### src/rtl/ms_timer_ctrl.sv
// -----------------------------------------------------------------------------
// ms_timer_ctrl
//
// Countdown-timer controller driven by the millisecond clock from the Divider.
// msclk is treated as an asynchronous level. It is synchronised into the clk
// domain and edge-detected into a registered one-cycle tick. A load/start/
// pause/clear state machine moves a CNT_W-bit down-counter by one on each tick
// while running. Expiry is flagged with a one-cycle pulse. With auto-reload,
// the counter restarts from the last loaded value and keeps running.
//
// Ports
//   clk           in   system clock; all logic updates on the rising edge
//   reset         in   asynchronous active-low reset
//   msclk         in   divided millisecond clock (asynchronous level)
//   load          in   pulse: count and reload value <= load_val
//   load_val      in   initial count in ms
//   start         in   pulse: begin or resume counting
//   pause         in   pulse: hold count
//   clear         in   pulse: zero count and reload value, go IDLE
//   auto_reload   in   level: on expiry, reload and keep running
//   count         out  remaining ms (registered)
//   running       out  high while state is RUN
//   expired       out  high while state is DONE
//   expire_pulse  out  one-cycle pulse on each expiry
//   state         out  IDLE=0 ARMED=1 RUN=2 PAUSE=3 DONE=4
// -----------------------------------------------------------------------------
module ms_timer_ctrl #(
   parameter int CNT_W       = 16,
   parameter int SYNC_STAGES = 2
) (
   input  logic             clk,
   input  logic             reset,
   input  logic             msclk,
   input  logic             load,
   input  logic [CNT_W-1:0] load_val,
   input  logic             start,
   input  logic             pause,
   input  logic             clear,
   input  logic             auto_reload,
   output logic [CNT_W-1:0] count,
   output logic             running,
   output logic             expired,
   output logic             expire_pulse,
   output logic [2:0]       state
);

   typedef enum logic [2:0] {
      S_IDLE  = 3'd0,
      S_ARMED = 3'd1,
      S_RUN   = 3'd2,
      S_PAUSE = 3'd3,
      S_DONE  = 3'd4
   } state_e;

   localparam logic [CNT_W-1:0] ONE = CNT_W'(1);

   // ---------------------------------------------------------------------------
   // msclk synchroniser and rising-edge detector
   // ---------------------------------------------------------------------------
   logic [SYNC_STAGES-1:0] sync_q;
   logic                   prev_q;
   logic                   tick_q;

   // NOTE: sequential state uses non-blocking assignments so every flop samples
   // the pre-edge values of the others; blocking here would collapse the chain.
   always_ff @(posedge clk or negedge reset) begin
      if (!reset) begin
         sync_q <= '0;
         prev_q <= 1'b0;
         tick_q <= 1'b0;
      end else begin
         sync_q <= {sync_q[SYNC_STAGES-2:0], msclk};
         prev_q <= sync_q[SYNC_STAGES-1];
         // Registered so the tick lands SYNC_STAGES+1 edges after msclk rises.
         tick_q <= sync_q[SYNC_STAGES-1] & ~prev_q;
      end
   end

   // ---------------------------------------------------------------------------
   // Next-state logic: clear > load > start/pause > tick
   // ---------------------------------------------------------------------------
   state_e           state_q, state_d;
   logic [CNT_W-1:0] count_q, count_d;
   logic [CNT_W-1:0] reload_q, reload_d;
   logic             pulse_d;

   // NOTE: every output of this block is given a default first, so no path
   // leaves a variable unassigned and no latch is inferred.
   always_comb begin
      state_d  = state_q;
      count_d  = count_q;
      reload_d = reload_q;
      pulse_d  = 1'b0;

      if (clear) begin
         state_d  = S_IDLE;
         count_d  = '0;
         reload_d = '0;
      end else if (load) begin
         count_d  = load_val;
         reload_d = load_val;
         state_d  = (load_val != '0) ? S_ARMED : S_IDLE;
      end else if (start && pause) begin
         // Contradictory request: hold everything, and the tick is dropped too.
         state_d = state_q;
      end else if (start) begin
         if (state_q == S_ARMED || state_q == S_PAUSE) state_d = S_RUN;
      end else if (pause) begin
         if (state_q == S_RUN) state_d = S_PAUSE;
      end else if (tick_q && state_q == S_RUN) begin
         if (count_q > ONE) begin
            count_d = count_q - ONE;
         end else if (count_q == ONE) begin
            pulse_d = 1'b1;
            if (auto_reload) begin
               count_d = reload_q;
            end else begin
               count_d = '0;
               state_d = S_DONE;
            end
         end
         // count_q==0 cannot occur in RUN; holding keeps the counter from wrapping.
      end
   end

   // ---------------------------------------------------------------------------
   // State and registered outputs
   // ---------------------------------------------------------------------------
   logic running_q, expired_q, pulse_q;

   always_ff @(posedge clk or negedge reset) begin
      if (!reset) begin
         state_q   <= S_IDLE;
         count_q   <= '0;
         reload_q  <= '0;
         running_q <= 1'b0;
         expired_q <= 1'b0;
         pulse_q   <= 1'b0;
      end else begin
         state_q   <= state_d;
         count_q   <= count_d;
         reload_q  <= reload_d;
         // Decoded from the next state so the flags line up with state.
         running_q <= (state_d == S_RUN);
         expired_q <= (state_d == S_DONE);
         pulse_q   <= pulse_d;
      end
   end

   assign count        = count_q;
   assign running      = running_q;
   assign expired      = expired_q;
   assign expire_pulse = pulse_q;
   assign state        = state_q;

endmodule
### config.mk
export PLATFORM = sky130hd
export DESIGN_NAME = ms_timer_ctrl
export DESIGN_NICKNAME = d
export VERILOG_FILES = /design/src/rtl/ms_timer_ctrl.sv
export SDC_FILE = /design/constraint.sdc
export NUM_CORES = 1
export LEC_CHECK = 0
export BUFFER_PORTS_ARGS = -buffer_cell sky130_fd_sc_hd__buf_2
export CAP_MARGIN = 25
export CORE_ASPECT_RATIO = 1.1
export CORE_MARGIN = 2
export CORE_UTILIZATION = 36
export CTS_CLUSTER_DIAMETER = 60
export DETAILED_ROUTE_END_ITERATION = 10
export GPL_ROUTABILITY_DRIVEN = 0
export GPL_TIMING_DRIVEN = 0
export PLACE_DENSITY = 0.61
export SLEW_MARGIN = 20
export SYNTH_ARGS = -nofsm -noshare
export SYNTH_HDL_FRONTEND = slang
export SYNTH_SLANG_ARGS = --single-unit
### constraint.sdc
create_clock -name clk -period 3.3 [get_ports clk]
set_clock_uncertainty 0.15 [all_clocks]
set_input_delay 0.165 -clock clk [delete_from_list [all_inputs] [get_ports clk]]
set_output_delay 0.165 -clock clk [all_outputs]
set_load 0.05 [all_outputs]
==> impl_summary.log <==
[metrics] core region area: 6930 sq um
[metrics] combinational share of power: 25.7%
[metrics] final worst hold slack: -0.00114 ns
[metrics] library cells used by synthesis: 60
[metrics] MaxCap Viol Count: 0
[metrics] cell chain of the critical path: inv_1, ha_1, or4b_2, nor4_4, nor2_1, clkbuf_1, o311ai_1, a21oi_1
[metrics] cell type with the largest total area after synthesis: sky130_fd_sc_hd__dfrtp_1
[metrics] cell chosen for the clock root: sky130_fd_sc_hd__clkbuf_8
[metrics] Pwr Total: 0.00134 W
[metrics] slew margin rel.: 53.5%
[metrics] postcts setup bufs: 0
[metrics] portion of total power attributed to the clock network: 31.5%
[metrics] critical path required time: 3.32 ns
[metrics] Pre-antenna DRT Iters: 7
[metrics] hold buffer count at CTS: 7
[metrics] count of state elements after synthesis: 42
[metrics] post-cts gate resize count: 0
[metrics] primary flip-flop cell chosen by synthesis mapping: sky130_fd_sc_hd__dfrtp_1
[metrics] die width: 83.9 um
[metrics] Tightest Hold Check Type: in -> reg
[metrics] Sum Neg Setup Slack: 0 ns
[metrics] maximum number of pins on one net before global-route repair: 43
[metrics] setup repair after global routing missed its margin: false
[metrics] switching power as a share of total power: 33.0%
[metrics] met3 demand-to-capacity share in global routing: 4.23%
[metrics] hold depth: 3
[metrics] run status: finished with violations
[metrics] relative contribution of sequential cells to total power: 42.8%
[metrics] internal power: 0.000900 W
[metrics] CTS tree: built
[metrics] count of endpoints failing hold in the final timing report: 1
[metrics] final cycle utilization of the critical path: 86.7%
[metrics] Lkg Pwr: 1.30 nW
[metrics] mean instance size in the synthesized netlist: 9.17 sq um
[metrics] I/O Buffers: 43
[metrics] Nets: 360
[metrics] shortest period the worst path allows: 2.86 ns
[metrics] mean routed wirelength per cell: 19.1 um
[metrics] post-synth net total: 302
[metrics] clock slew at reported path FFs: 0.09 ns
[metrics] antenna violation net count after detailed routing: 0
[metrics] total track usage: 21.0%
[metrics] count of flip-flops with a built-in enable after synthesis: 0
[metrics] count of pins over their slew limit: 0
[metrics] Tightest Pin Transition: 0.697 ns
[metrics] Crit. path cell count: 8
[metrics] die area: 7710 sq um
[metrics] most utilized layer in the global route result: met2
[metrics] register area share after synthesis: 41.5%
[metrics] DRC violations left: 0
[metrics] CP max-delay cell: sky130_fd_sc_hd__or4b_2
[metrics] data arrival time of the critical path: 2.89 ns
[metrics] worst reg-to-reg setup slack: 0.44 ns
[metrics] top-level port count: 46
[metrics] layout cells sized above 1: 20.4%
[metrics] top cells by area in the synthesized netlist: sky130_fd_sc_hd__dfrtp_1 42%, sky130_fd_sc_hd__a21oi_1 4.7%, sky130_fd_sc_hd__mux2i_1 4.4%, sky130_fd_sc_hd__nor2_1 4.0%, sky130_fd_sc_hd__nand2_1 3.0%
[metrics] Synth Cell Area: 2530 sq um
[metrics] portion of synthesized cell area occupied by the leading cell type: 41.5%
[metrics] antenna diode count: 0
[metrics] Crit Path Class: reg -> reg
[metrics] count of final setup violators: 0
[metrics] effective utilization at floorplan: 36.5%
[metrics] kind of end point of the critical path: flip-flop
[metrics] critical path startpoint category: flip-flop
[metrics] clock latency reported for the late side of the worst-skew pair: 0.31 ns
[metrics] vias in the first global route: 2388
[metrics] switching pwr: 0.000443 W
[metrics] count of buffering cells on the critical path with inverters included: 2
[metrics] via/cell ratio: 6.15
[metrics] maximum number of buffers from clock root to sink: 2
[metrics] GR Util met2: 34.5%
[metrics] number of rows created at floorplan: 32
[metrics] Post-synth ARST share: 100%
[metrics] power density relative to cell area: 439 nW/um^2
[metrics] gr ovfl total: 0
[metrics] vias after detailed routing: 2575
[metrics] Die Height: 91.9 um
[metrics] cts bufs inserted: 5
[metrics] failing checks: hold timing
[metrics] Worst Path Max Fanout: 10
[metrics] number of warnings issued by yosys: 0
[metrics] routed wire length: 8.01 mm
[metrics] cell depth of the worst flop-to-flop path: 8
[metrics] worst-case vdd ir drop: 0.237 mV
[metrics] DRC marker count from the first detailed-route iteration: 228
[metrics] FMAX: 0.349 GHz
[metrics] CP top delay family: simple AND/OR/NAND/NOR gates
[metrics] first-pass GRT wire length: 12.7 mm
[metrics] H-tree level count: 2
[metrics] clock sink count: 42
[metrics] area growth from synthesis to layout: 21.0%
[metrics] number of antenna violations at the first check in global routing: 0
[metrics] half-perimeter wire length after placement: 5.75 mm
[metrics] gate count after technology mapping: 276
[metrics] met1 Track Usage GR: 27.2%
[metrics] Crit path largest cell delay: 0.65 ns
-- registers in the layout (all words and copies together), names as in the netlist --
register,flops
count,16
expire_pulse,1
expired,1
prev_q,1
reload_q,16
running,1
state,3
sync_q,2
tick_q,1
-- cell usage after synthesis, types with 3 or more instances --
cell type,n
sky130_fd_sc_hd__nand2b_1,3
sky130_fd_sc_hd__nor3b_1,3
sky130_fd_sc_hd__a21oi_1,24
sky130_fd_sc_hd__o32ai_1,3
sky130_fd_sc_hd__nand4_1,10
sky130_fd_sc_hd__clkbuf_1,11
sky130_fd_sc_hd__a211oi_1,3
sky130_fd_sc_hd__mux2i_1,11
sky130_fd_sc_hd__o211ai_1,4
sky130_fd_sc_hd__dfrtp_1,42
sky130_fd_sc_hd__o21ai_0,12
sky130_fd_sc_hd__inv_1,8
sky130_fd_sc_hd__nor3_1,8
sky130_fd_sc_hd__nor2_1,27
sky130_fd_sc_hd__nor4_1,10
sky130_fd_sc_hd__o21ai_1,5
sky130_fd_sc_hd__a311oi_1,3
sky130_fd_sc_hd__nand2_1,20
sky130_fd_sc_hd__and4_1,3
sky130_fd_sc_hd__a221oi_2,4
sky130_fd_sc_hd__nand3_1,6
sky130_fd_sc_hd__a31o_1,3
-- per-layer routing --
layer,vias up,part of all wire [%]
met1,1237,43
met2,141,47
met4,0,2.7
met5,-,0
met3,20,7.1
li1,1177,-
-- worst register-to-register path, delay by kind of cell (launching register included) --
family	cells	cell delay, ns
simple gates	3	1.02
compound gates	2	0.39
flops	1	0.48
fa+ha+maj	1	0.28
buf+inv	2	0.41
-- layout by cell type, fill, tap and decap left out, types with 3 or more instances in the layout --
cell                            synthesis  final
sky130_fd_sc_hd__nand2_1               20     20
sky130_fd_sc_hd__mux2i_1               11     11
sky130_fd_sc_hd__a311oi_1               3      3
sky130_fd_sc_hd__o21ai_1                5      5
sky130_fd_sc_hd__inv_1                  8      8
sky130_fd_sc_hd__nand3_1                6      6
sky130_fd_sc_hd__dfrtp_1               42     42
sky130_fd_sc_hd__o21ai_0               12     12
sky130_fd_sc_hd__nand2b_1               3      3
sky130_fd_sc_hd__o32ai_1                3      3
sky130_fd_sc_hd__a21oi_1               24     24
sky130_fd_sc_hd__nor3b_1                3      3
sky130_fd_sc_hd__a31o_1                 3      3
sky130_fd_sc_hd__a221oi_2               4      4
sky130_fd_sc_hd__nor3_1                 8      8
sky130_fd_sc_hd__nand4_1               10     10
sky130_fd_sc_hd__a211oi_1               3      3
sky130_fd_sc_hd__nor4_1                10     10
sky130_fd_sc_hd__clkbuf_1              11     11
sky130_fd_sc_hd__buf_2                  1     44
sky130_fd_sc_hd__dlygate4sd3_1          0      7
sky130_fd_sc_hd__and4_1                 3      3
sky130_fd_sc_hd__nor2_1                27     27
sky130_fd_sc_hd__clkbuf_8               0      6
sky130_fd_sc_hd__o211ai_1               4      4
-- power by group through the flow --
stage	logic, W	registers, W	clock network (W)
2_1_floorplan	0.000183	0.000623	0
3_3_place_gp	0.000327	0.000582	0
3_5_place_dp	0.000328	0.000583	0
4_1_cts	0.000336	0.000573	0.000433
5_1_grt	0.000369	0.000578	0.000454
6_report	0.000345	0.000574	0.000424
-- through the flow --
step           utilization, %  setup WS, ns  cells  area (sq um)  hold slack [ns]
2_1_floorplan               -         0.594    276          2530           -0.281
3_3_place_gp             41.2         0.486    404          2850            0.123
3_5_place_dp             41.2         0.516    404          2850            0.125
4_1_cts                  43.8         0.482    418          3030          0.00609
5_1_grt                  44.2         0.366    419          3060           0.0258
6_report                 44.2         0.438    419          3060         -0.00114
-- layout make-up --
cell class | count | area (sq um)
fillers | 693 | 3860
multi-input cells | 206 | 1350
flip-flops and latches | 42 | 1050
repair buffers | 51 | 313
well taps | 85 | 106
plain buffers | 18 | 91.3
clock buffers | 6 | 82.6
inverters | 10 | 37.5
clock inverters | 1 | 30.0
-- path summary, 6_finish.rpt --
kind                              from           to
max                           count[0]    count[11]
min in group asynchronous        reset     count[8]
min                        load_val[8]  reload_q[8]
max reg2reg                   count[0]    count[11]
max in group asynchronous        reset  reload_q[3]
min reg2reg                  sync_q[0]    sync_q[1]
-- logic make-up after synthesis --
family / share of synthesized area (%)
compound gates: 22.6
xor+xnor: 1.04
simple gates: 23.9
fa+ha+maj: 0.989
flops: 41.5
mux: 4.80
buf+inv: 5.09
(Power assumes the default switching activity.)
